## config.mk

```make
export PLATFORM = sky130hd
export DESIGN_NAME = stream_packet_arbiter
export DESIGN_NICKNAME = d
export VERILOG_FILES = /design/src/rtl/stream_pkg.sv /design/src/rtl/stream_pipe_reg.sv /design/src/rtl/stream_packet_arbiter.sv
export SDC_FILE = /design/constraint.sdc
export NUM_CORES = 1
export LEC_CHECK = 0
export CAP_MARGIN = 40
export CORE_MARGIN = 2
export CORE_UTILIZATION = 30
export CTS_CLUSTER_DIAMETER = 200
export DETAILED_ROUTE_END_ITERATION = 6
export PLACE_DENSITY = 0.67
export RECOVER_POWER = 50
export SETUP_SLACK_MARGIN = 0.1
export SYNTH_ARGS = -nofsm -noshare
export SYNTH_HDL_FRONTEND = slang
export SYNTH_SLANG_ARGS = --single-unit
```

## constraint.sdc

```tcl
create_clock -name sys_clk -period 1.9 [get_ports sys_clk]
set_input_delay 0.38 -clock sys_clk [delete_from_list [all_inputs] [get_ports sys_clk]]
set_output_delay 0.38 -clock sys_clk [all_outputs]
set_load 0.05 [all_outputs]
```

## src/rtl/stream_pkg.sv

```systemverilog
// Shared types and helpers for the stream arbiter slice.
package stream_pkg;

    localparam int unsigned DEFAULT_DATA_WIDTH = 8;

    typedef enum logic [0:0] {
        IDLE   = 1'b0,
        LOCKED = 1'b1
    } arb_state_t;

    function automatic int unsigned clog2(input int unsigned value);
        int unsigned result;
        result = 0;
        for (longint unsigned w = 1; w < longint'(value); w = w << 1) begin
            result++;
        end
        return result;
    endfunction

endpackage

```

## src/rtl/stream_pipe_reg.sv

```systemverilog
// One-entry valid/ready output register; payload holds while stalled.
module stream_pipe_reg #(
    parameter int unsigned WIDTH = 1
) (
    input  logic             clk,
    input  logic             rst_n,
    input  logic             in_valid,
    output logic             in_ready,
    input  logic [WIDTH-1:0] in_data,
    output logic             out_valid,
    output logic [WIDTH-1:0] out_data,
    input  logic             out_ready
);

    logic             valid_q;
    logic [WIDTH-1:0] data_q;

    // Accept whenever the slot is empty or being drained this cycle.
    assign in_ready = ~valid_q | out_ready;

    always_ff @(posedge clk or negedge rst_n) begin
        if (!rst_n) begin
            valid_q <= 1'b0;
            data_q  <= '0;
        end else if (in_valid && in_ready) begin
            valid_q <= 1'b1;
            data_q  <= in_data;
        end else if (out_ready) begin
            valid_q <= 1'b0;
        end
    end

    assign out_valid = valid_q;
    assign out_data  = data_q;

endmodule

```

## src/rtl/stream_packet_arbiter.sv

```systemverilog
// Packet-atomic round-robin arbiter sharing one registered stream source.
module stream_packet_arbiter
    import stream_pkg::*;
#(
    parameter  int unsigned N_SINKS    = 4,
    parameter  int unsigned DATA_WIDTH = DEFAULT_DATA_WIDTH,
    localparam int unsigned ID_WIDTH   = (N_SINKS > 1) ? clog2(N_SINKS) : 1
) (
    input  logic                          sys_clk,
    input  logic                          sys_rst_n,
    input  logic [N_SINKS-1:0]            sink_valid,
    input  logic [N_SINKS-1:0]            sink_last,
    input  logic [N_SINKS*DATA_WIDTH-1:0] sink_data,
    output logic [N_SINKS-1:0]            sink_ready,
    output logic                          source_valid,
    output logic                          source_last,
    output logic [DATA_WIDTH-1:0]         source_data,
    output logic [ID_WIDTH-1:0]           source_id,
    input  logic                          source_ready,
    output logic                          busy
);

    localparam int unsigned PAYLOAD_WIDTH = DATA_WIDTH + ID_WIDTH + 1;

    arb_state_t state_q, state_d;

    logic [ID_WIDTH-1:0]      grant_q, grant_d;
    logic [ID_WIDTH-1:0]      rr_ptr_q, rr_ptr_d;
    logic [ID_WIDTH-1:0]      rr_pick;
    logic                     rr_found;
    int unsigned              rr_idx;

    logic                     pipe_in_ready;
    logic                     beat_valid;
    logic                     beat_last;
    logic [DATA_WIDTH-1:0]    beat_data;
    logic [PAYLOAD_WIDTH-1:0] pipe_in_payload;
    logic [PAYLOAD_WIDTH-1:0] pipe_out_payload;

    // First requester scanning from one past the previous packet's owner.
    always_comb begin
        rr_pick  = rr_ptr_q;
        rr_found = 1'b0;
        rr_idx   = 0;
        for (int unsigned i = 1; i <= N_SINKS; i++) begin
            rr_idx = (32'(rr_ptr_q) + i) % N_SINKS;
            if (!rr_found && sink_valid[rr_idx]) begin
                rr_found = 1'b1;
                rr_pick  = ID_WIDTH'(rr_idx);
            end
        end
    end

    assign beat_last = sink_last[grant_q];
    assign beat_data = sink_data[grant_q*DATA_WIDTH +: DATA_WIDTH];

    always_comb begin
        state_d    = state_q;
        grant_d    = grant_q;
        rr_ptr_d   = rr_ptr_q;
        sink_ready = '0;
        beat_valid = 1'b0;
        unique case (state_q)
            IDLE: begin
                if (rr_found) begin
                    grant_d = rr_pick;
                    state_d = LOCKED;
                end
            end
            LOCKED: begin
                sink_ready[grant_q] = pipe_in_ready;
                beat_valid          = sink_valid[grant_q];
                if (beat_valid && pipe_in_ready && beat_last) begin
                    rr_ptr_d = grant_q;
                    state_d  = IDLE;
                end
            end
            default: state_d = IDLE;
        endcase
    end

    always_ff @(posedge sys_clk or negedge sys_rst_n) begin
        if (!sys_rst_n) begin
            state_q  <= IDLE;
            grant_q  <= '0;
            rr_ptr_q <= ID_WIDTH'(N_SINKS - 1);
        end else begin
            state_q  <= state_d;
            grant_q  <= grant_d;
            rr_ptr_q <= rr_ptr_d;
        end
    end

    assign pipe_in_payload = {beat_last, grant_q, beat_data};

    stream_pipe_reg #(
        .WIDTH(PAYLOAD_WIDTH)
    ) u_out_reg (
        .clk      (sys_clk),
        .rst_n    (sys_rst_n),
        .in_valid (beat_valid),
        .in_ready (pipe_in_ready),
        .in_data  (pipe_in_payload),
        .out_valid(source_valid),
        .out_data (pipe_out_payload),
        .out_ready(source_ready)
    );

    assign {source_last, source_id, source_data} = pipe_out_payload;
    assign busy = (state_q == LOCKED);

endmodule

```

==> metrics.log, run 1 <==
[metrics] number of standard cells after synthesis: 76
[metrics] instance area after placement: 1810 um2
[metrics] hold crit path type: flop to flop
[metrics] Critical Path Sink Type: flop
[metrics] Tmin final: 1830 ps
[metrics] internal portion of total power: between 1.5 and 2 mW
[metrics] Final Setup Violations: 0
[metrics] arrival time reported for the critical path endpoint: 2010 ps
[metrics] proportion of synthesized chip area in sequential cells: 40.0%
[metrics] initial antenna violation count: 0
[metrics] leading post-synthesis cells by cell area: sky130_fd_sc_hd__dfrtp_1, sky130_fd_sc_hd__mux4_2, sky130_fd_sc_hd__mux2_4
[metrics] ratio of cells with drive above 1 in the final layout: 37.7%
[metrics] Synth Area in XOR/XNOR: 0%
[metrics] worst hold slack across all endpoints: 496 ps
[metrics] Die W: between 60 and 70 um
[metrics] library cell used as clock root buffer: sky130_fd_sc_hd__clkbuf_4
[metrics] post-CTS clock slew at the launch and capture registers of the worst setup and hold paths: 100 ps
[metrics] Antenna Nets Post-Route: 0
[metrics] max-slew violation count: 0
[metrics] DR WL met3: 157 um
[metrics] Top Metal Used: met4
[metrics] clock tree from TritonCTS: yes
[metrics] unique cell type count in the Yosys netlist: 33
[metrics] total routing resource utilization after global routing: 16.1%
[metrics] dominant delay contributor by cell family on the critical path: multiplexers
[metrics] Post-Synth Adder-Cell Area: 0%
[metrics] Site Rows: 21
[metrics] total overflow reported by the global router: 0
[metrics] Bufs on Longest Clock Path: 2
[metrics] final weighted congestion of routability-driven global placement: 0.744
[metrics] share of synthesized area spent on multiplexers: 37.7%
[metrics] Gate power share: 71.4%
[metrics] Initial DRT Pass Iterations: 4
[metrics] Hold Fails Final Rpt: 0
[metrics] routed vias/inst: 4.94
[metrics] maximum frequency from static timing analysis: 0.547 GHz
[metrics] leakage power summed over all cells: 0.796 nW
[metrics] core region area: around 3400 um2
[metrics] number of warnings reported in the yosys synthesis log: 0
[metrics] detailed-routing wirelength on met1: 1.26 mm
[metrics] kind of start point of the critical path: input pin
[metrics] overall die height: 63.7 um
[metrics] wire length of the first global-routing pass: around 5.0 mm
[metrics] average instance area after synthesis: 14.1 um2
[metrics] layout net count: 190
[metrics] final routed DRC violation total: 0
[metrics] vias in the first global route: 990
[metrics] PnR worst setup slack: 71.0 ps
[metrics] number of storage elements in the synthesis netlist: 17
[metrics] count of clock tree sinks: 17
[metrics] complex-gate fraction of the synthesized area: 6.20%
[metrics] unrepaired setup endpoints after global routing: yes
[metrics] Fin Clk Skew: roughly 5 ps
[metrics] top-level I/O count: 60
[metrics] Starting DRT DRC Count: 26
[metrics] power per unit of standard cell area: 1760 nW/um2
[metrics] total of fill cells in the finished design: 283
[metrics] Final HPWL DP: around 2.4 mm
[metrics] H-tree lvl count: 1
[metrics] IR Drop Worst-Case VDD: 0.747 mV
[metrics] maximum number of pins on one net before global-route repair: 18
[metrics] Mapped Area: 1070 um2
[metrics] diodes inserted: 0
[metrics] area of the die: 4060 um2
[metrics] summed negative setup slack over all endpoints: 0 ps
[metrics] clock buffer count from CTS: 3
[metrics] maximum net fanout on the critical path: 6
[metrics] fraction of synthesized cell area taken by the top area cell type: 35.1%
[metrics] count of vias placed by the detailed router: 949
[metrics] CP max stage cell: sky130_fd_sc_hd__dlygate4sd3_1
[metrics] worst path required time: 2080 ps
[metrics] dominant combinational cell family by area after synthesis: multiplexers
[metrics] Post-Place Setup Slack: -137 ps
[metrics] post-route cell area: 1870 um2
[metrics] wire length per cell: 16.3 um
[metrics] simple-gate area share of the yosys netlist: 10.4%
[metrics] net count of the mapped netlist: 119
[metrics] worst-skew pair later-pin latency: 290 ps
[metrics] number of buffers and inverters on the critical path: 2
[metrics] final cycle utilization of the critical path: 96.3%
[metrics] Largest stage delay, worst path: about 550 ps
[metrics] run status: complete, no violations
[metrics] clock group share of total power: 6.0%
[metrics] P&R area growth vs syn: 74.5%
[metrics] remaining max-slew budget at the tightest pin: between 30% and 40%
[metrics] Synth area leader: sky130_fd_sc_hd__dfrtp_1
[metrics] Detail Route met2 WL: between 1.5 and 2 mm
[metrics] Critical Setup Path Class: input pin to flop
[metrics] Port Buf Inserts: ~60
[metrics] count of maximum capacitance violations: 0
[metrics] ordered cell list for the critical path: dlygate4sd3_1, mux4_2, nand3_2, buf_4, mux2_4
[metrics] power share of the sequential group: 22.6%
[metrics] proportion of total power due to net switching: a little under half
[metrics] fraction of the core area covered by cells at the end of the flow: a little under three fifths
[metrics] Worst-Margin Slew: 929 ps
[metrics] wirelength, routed: 3.14 mm
[metrics] initial standard-cell utilization of the core: 31.6%
[metrics] Switch Pwr: 1.57 mW
layout make-up:
class	instances	area, um2	area share [%]
Sequential cell	17	430	23.1
Clock inverter	1	5.00	0.268
Clock buffer	3	22.5	1.21
Timing Repair Buffer	72	698	37.4
Multi-Input combinational cell	51	646	34.6
Tap cell	46	57.6	3.08
Inverter	2	7.51	0.402
logic make-up (layout without fill, tap and decap cells):
logic type,count (synthesis),count (layout)
buffers and inverters,8,78
AO/OA/AOI/OAI,8,8
flip-flops,17,17
multiplexers,23,23
AND/OR/NAND/NOR,20,20
power groups by stage:
stage / Clock, mW / Sequential (mW) / Combinational (mW)
2_1_floorplan: 0 / 1.17 / 1.16
3_3_place_gp: 0 / 0.724 / 2.33
5_1_grt: 0.220 / 0.767 / 2.45
4_1_cts: 0.210 / 0.730 / 2.34
3_5_place_dp: 0 / 0.733 / 2.35
6_report: 0.198 / 0.741 / 2.34
synth_stat cells (all sizes together):
cell type and instances:
a21bo 1, mux4 10, a21o 1, or2 1
dfrtp 15, o32ai 1, a21boi 1, nand4 1
mux2i 2, nor4 1, nor2 4, inv 2
nor2b 1, a41oi 1, mux2 11, or3b 1
clkbuf 1, o21ba 1, nand2 3, nor3 3
nand2b 2, buf 5, dfstp 2, nand3 2
and3b 1, o2bb2ai 1, a21oi 1
worst paths after layout:
check,slack [ps],from,depth (start not counted),endpoint
max reg2reg,160,grant_q[1],5,u_out_reg.out_data[9]
min reg2reg,500,u_out_reg.out_data[8],1,u_out_reg.out_data[8]
max,70,sink_valid[1],5,u_out_reg.out_data[9]
max in group asynchronous,540,sys_rst_n,2,busy
min,500,u_out_reg.out_data[8],1,u_out_reg.out_data[8]
min in group asynchronous,730,sys_rst_n,2,u_out_reg.out_data[3]
layer usage:
metal / track usage, % / up-vias
met1: 18.0 / 480
met3: 3.57 / 2
li1: - / 435
met4: 5.98 / 0
met2: 29.6 / 32
met5: 0 / -
worst reg2reg max path: stages (launching register included):
cell and delay (ps):
sky130_fd_sc_hd__dfrtp_1 400, sky130_fd_sc_hd__buf_4 130, sky130_fd_sc_hd__mux4_2 510, sky130_fd_sc_hd__nand3_2 100, sky130_fd_sc_hd__buf_4 180, sky130_fd_sc_hd__mux2_4 310
cell usage in the layout (no fill, tap or decap), types with 2 or more instances in the layout:
cell / n
sky130_fd_sc_hd__clkbuf_4: 3
sky130_fd_sc_hd__nor2_4: 2
sky130_fd_sc_hd__nand2_1: 2
sky130_fd_sc_hd__dlygate4sd2_1: 9
sky130_fd_sc_hd__buf_4: 11
sky130_fd_sc_hd__inv_1: 2
sky130_fd_sc_hd__buf_12: 4
sky130_fd_sc_hd__dfstp_2: 2
sky130_fd_sc_hd__nor2_1: 2
sky130_fd_sc_hd__mux2i_1: 2
sky130_fd_sc_hd__dfrtp_2: 2
sky130_fd_sc_hd__mux4_2: 8
sky130_fd_sc_hd__dlygate4sd3_1: 2
sky130_fd_sc_hd__clkbuf_1: 5
sky130_fd_sc_hd__mux2_2: 4
sky130_fd_sc_hd__dfrtp_1: 13
sky130_fd_sc_hd__mux2_4: 7
sky130_fd_sc_hd__nor3_4: 2
sky130_fd_sc_hd__clkdlybuf4s50_1: 39
sky130_fd_sc_hd__mux4_1: 2
stage by stage:
stage	cells	power, mW
after floorplan	76	2.33
after global placement	187	3.05
after detailed placement	187	3.08
after CTS	191	3.28
after global routing	192	3.44
final	192	3.28
timing repair:
action,CTS,global route
setup endpoints to repair,13,4
setup buffers,0,1
pin swaps,1,1
resized for setup,15,7
hold buffers,0,0
registers in the layout, indices dropped and copies added (netlist names):
register             cells
rr_ptr_q                 2
grant_q                  2
busy                     1
u_out_reg.out_valid      1
u_out_reg.out_data      11
Note: power is estimated with default switching activity, not from simulation.
==> inputs of run 2 (changes only) <==
- CORE_UTILIZATION: 30 -> 38
- PLACE_DENSITY: 0.67 -> 0.82
==> run 2 against run 1 <==
Utilization is 14 points higher. Hold slack better by 5.0 ps. Sequential power hardly changed. Highest routed layer unchanged. Flip-flop and latch count stayed put. Count of clock-buffer cells in the layout is 1 higher. Critical endpoint is now u_out_reg.out_data[5]. Fmax is 3.1% higher.
==> metrics.log, run 2 (synthesis results as in run 1) <==
[metrics] initial standard-cell utilization of the core: 39.5% (+7.9 points)
[metrics] CP max stage cell: sky130_fd_sc_hd__mux4_2
[metrics] run status: complete, no violations
[metrics] Worst-Margin Slew: 916 ps (-13.5 ps)
[metrics] arrival time reported for the critical path endpoint: 1960 ps (-50 ps)
[metrics] ratio of cells with drive above 1 in the final layout: 38.7% (+1.0 points)
[metrics] clock buffer count from CTS: 3 (unchanged)
[metrics] initial antenna violation count: 0 (unchanged)
[metrics] Bufs on Longest Clock Path: 2 (unchanged)
[metrics] final weighted congestion of routability-driven global placement: 0.843 (+13%)
[metrics] Critical Setup Path Class: flop to flop
[metrics] maximum net fanout on the critical path: 5 (-1)
[metrics] Largest stage delay, worst path: 510 ps (-40 ps)
[metrics] overall die height: 57.1 um (-10%)
[metrics] wirelength, routed: 2.94 mm (-6.3%)
[metrics] wire length per cell: 16.2 um (-0.62%)
[metrics] final cycle utilization of the critical path: 93.4% (-2.9 points)
[metrics] P&R area growth vs syn: 75.7%
[metrics] area of the die: 3260 um2 (-20%)
[metrics] ordered cell list for the critical path: buf_4, mux4_2, nand3_1, buf_4, mux2_4
[metrics] maximum number of pins on one net before global-route repair: 18 (unchanged)
[metrics] max-slew violation count: 0 (unchanged)
[metrics] most common cell after layout, fill and taps aside: sky130_fd_sc_hd__clkdlybuf4s50_1
[metrics] register-to-register setup slack: 130 ps (-30 ps)
[metrics] Starting DRT DRC Count: 14 (-46%)
[metrics] non-filler instance count after layout: 181 (-5.7%)
[metrics] Hold Fails Final Rpt: 0 (unchanged)
[metrics] Final HPWL DP: 2.36 mm (-3.6%)
[metrics] Post-Place Cells: 174 (-7.0%)
[metrics] Site Rows: 19 (-9.5%)
[metrics] IR Drop Worst-Case VDD: 1.40 mV (+88%)
[metrics] total overflow reported by the global router: 0 (unchanged)
[metrics] count of vias placed by the detailed router: 951 (+0.21%)
[metrics] wire length of the first global-routing pass: 4.81 mm (-4.4%)
[metrics] worst hold slack across all endpoints: 501 ps (+4.96 ps)
[metrics] Initial DRT Pass Iterations: 4 (unchanged)
[metrics] diodes inserted: 0 (unchanged)
[metrics] final routed DRC violation total: 0 (unchanged)
[metrics] top library cells by usage in the layout, fill and taps aside: sky130_fd_sc_hd__clkdlybuf4s50_1, sky130_fd_sc_hd__buf_4, sky130_fd_sc_hd__dfrtp_1
[metrics] Antenna Nets Post-Route: 0 (unchanged)
[metrics] vias in the first global route: 1027 (+3.7%)
[metrics] core region area: 2710 um2 (-20%)
[metrics] Fin Clk Skew: 4.15 ps (-0.934 ps)
[metrics] PnR worst setup slack: 126 ps (+55.1 ps)
[metrics] routed vias/inst: 5.25 (+6.3%)
[metrics] Die W: 57.1 um (-10%)
[metrics] total routing resource utilization after global routing: 19.4% (+3.3 points)
[metrics] kind of start point of the critical path: flop
[metrics] worst path required time: 2090 ps (about the same)
[metrics] layout net count: 194 (+2.1%)
[metrics] post-CTS clock slew at the launch and capture registers of the worst setup and hold paths: 100 ps (about the same)
[metrics] count of clock tree sinks: 17 (unchanged)
[metrics] H-tree lvl count: 1 (unchanged)
[metrics] clock tree from TritonCTS: yes
[metrics] unrepaired setup endpoints after global routing: no
[metrics] Tmin final: 1770 ps (-55.1 ps)
[metrics] hold crit path type: flop to flop
[metrics] Post-Place Setup Slack: -110 ps (+26.8 ps)
[metrics] count of maximum capacitance violations: 0 (unchanged)
[metrics] max FFs per register: 11 (unchanged)
[metrics] library cell used as clock root buffer: sky130_fd_sc_hd__clkbuf_4
[metrics] Critical Path Sink Type: flop
[metrics] crit-path most repeated cell: sky130_fd_sc_hd__buf_4
[metrics] leakage power summed over all cells: 0.816 nW (+2.4%)
[metrics] Port Buf Inserts: 59 (unchanged)
[metrics] worst-skew pair later-pin latency: 290 ps (about the same)
[metrics] remaining max-slew budget at the tightest pin: 38.9% (+0.90 points)
[metrics] top-level I/O count: 60 (unchanged)
[metrics] Final Setup Violations: 0 (unchanged)
[metrics] maximum frequency from static timing analysis: 0.564 GHz (+3.1%)
[metrics] power per unit of standard cell area: 1760 nW/um2 (+0.51%)
## run 2: final timing paths
kind                                         from                     end  depth (start not counted)
setup / recovery                       grant_q[1]   u_out_reg.out_data[5]                          5
hold / removal             u_out_reg.out_data[10]  u_out_reg.out_data[10]                          1
setup reg to reg                       grant_q[1]   u_out_reg.out_data[5]                          5
hold reg to reg            u_out_reg.out_data[10]  u_out_reg.out_data[10]                          1
max in group asynchronous               sys_rst_n              grant_q[0]                          2
min in group asynchronous               sys_rst_n   u_out_reg.out_data[5]                          2
## run 2: final cells by class
cell class,instances,area (um2)
Fill cell,207,831
Timing Repair Buffer,76,743
Multi-Input combinational cell,51,633
Sequential cell,17,430
Tap cell,31,38.8
Clock buffer,4,26.3
Inverter,2,7.51
## run 2: per-stage QoR
step	total power [mW]	setup TNS [ps]	util, %	instance area (um2)
finish	3.32	0	69.3	1880
global route	3.49	0	69.3	1880
CTS	3.32	0	69.2	1880
detailed placement	3.09	-1100	66.8	1810
global placement	3.04	-672	66.8	1810
floorplan	2.33	-130	-	1090
## run 2: timing repair
| action | in CTS | in global routing |
|---|---|---|
| buffers inserted | 1 | 2 |
| setup endpoints to repair | 15 | 4 |
| hold buffers | 0 | 0 |
| pin swaps | 2 | 1 |
| gates resized for setup | 23 | 1 |
| gates cloned | 0 | 0 |
| endpoints found under the hold margin | 0 | 0 |
## run 2: where the power goes
group          internal (mW)  switching [mW]  leakage (nW)
Sequential             0.573           0.170         0.195
Clock                 0.0816           0.116        0.0150
Combinational           1.13            1.25         0.606
Total                   1.78            1.53         0.816
## run 2: worst max-delay path, delay by kind of cell (launching register included)
family	cells	cell delay [ps]
mux	2	810
flops	1	410
buf+inv	2	310
simple gates	1	140
## run 2: routing by layer
| layer | part of all wire, % | routed length [um] | global-route usage [%] | vias to the layer above |
|---|---|---|---|---|
| li1 | - | - | - | 442 |
| met1 | 38 | 1120 | 21.7 | 478 |
| met2 | 56 | 1640 | 36.8 | 29 |
| met3 | 5.4 | 159 | 5.44 | 2 |
| met4 | 0.51 | 15 | 3.32 | 0 |
| met5 | 0 | 0 | 0 | - |
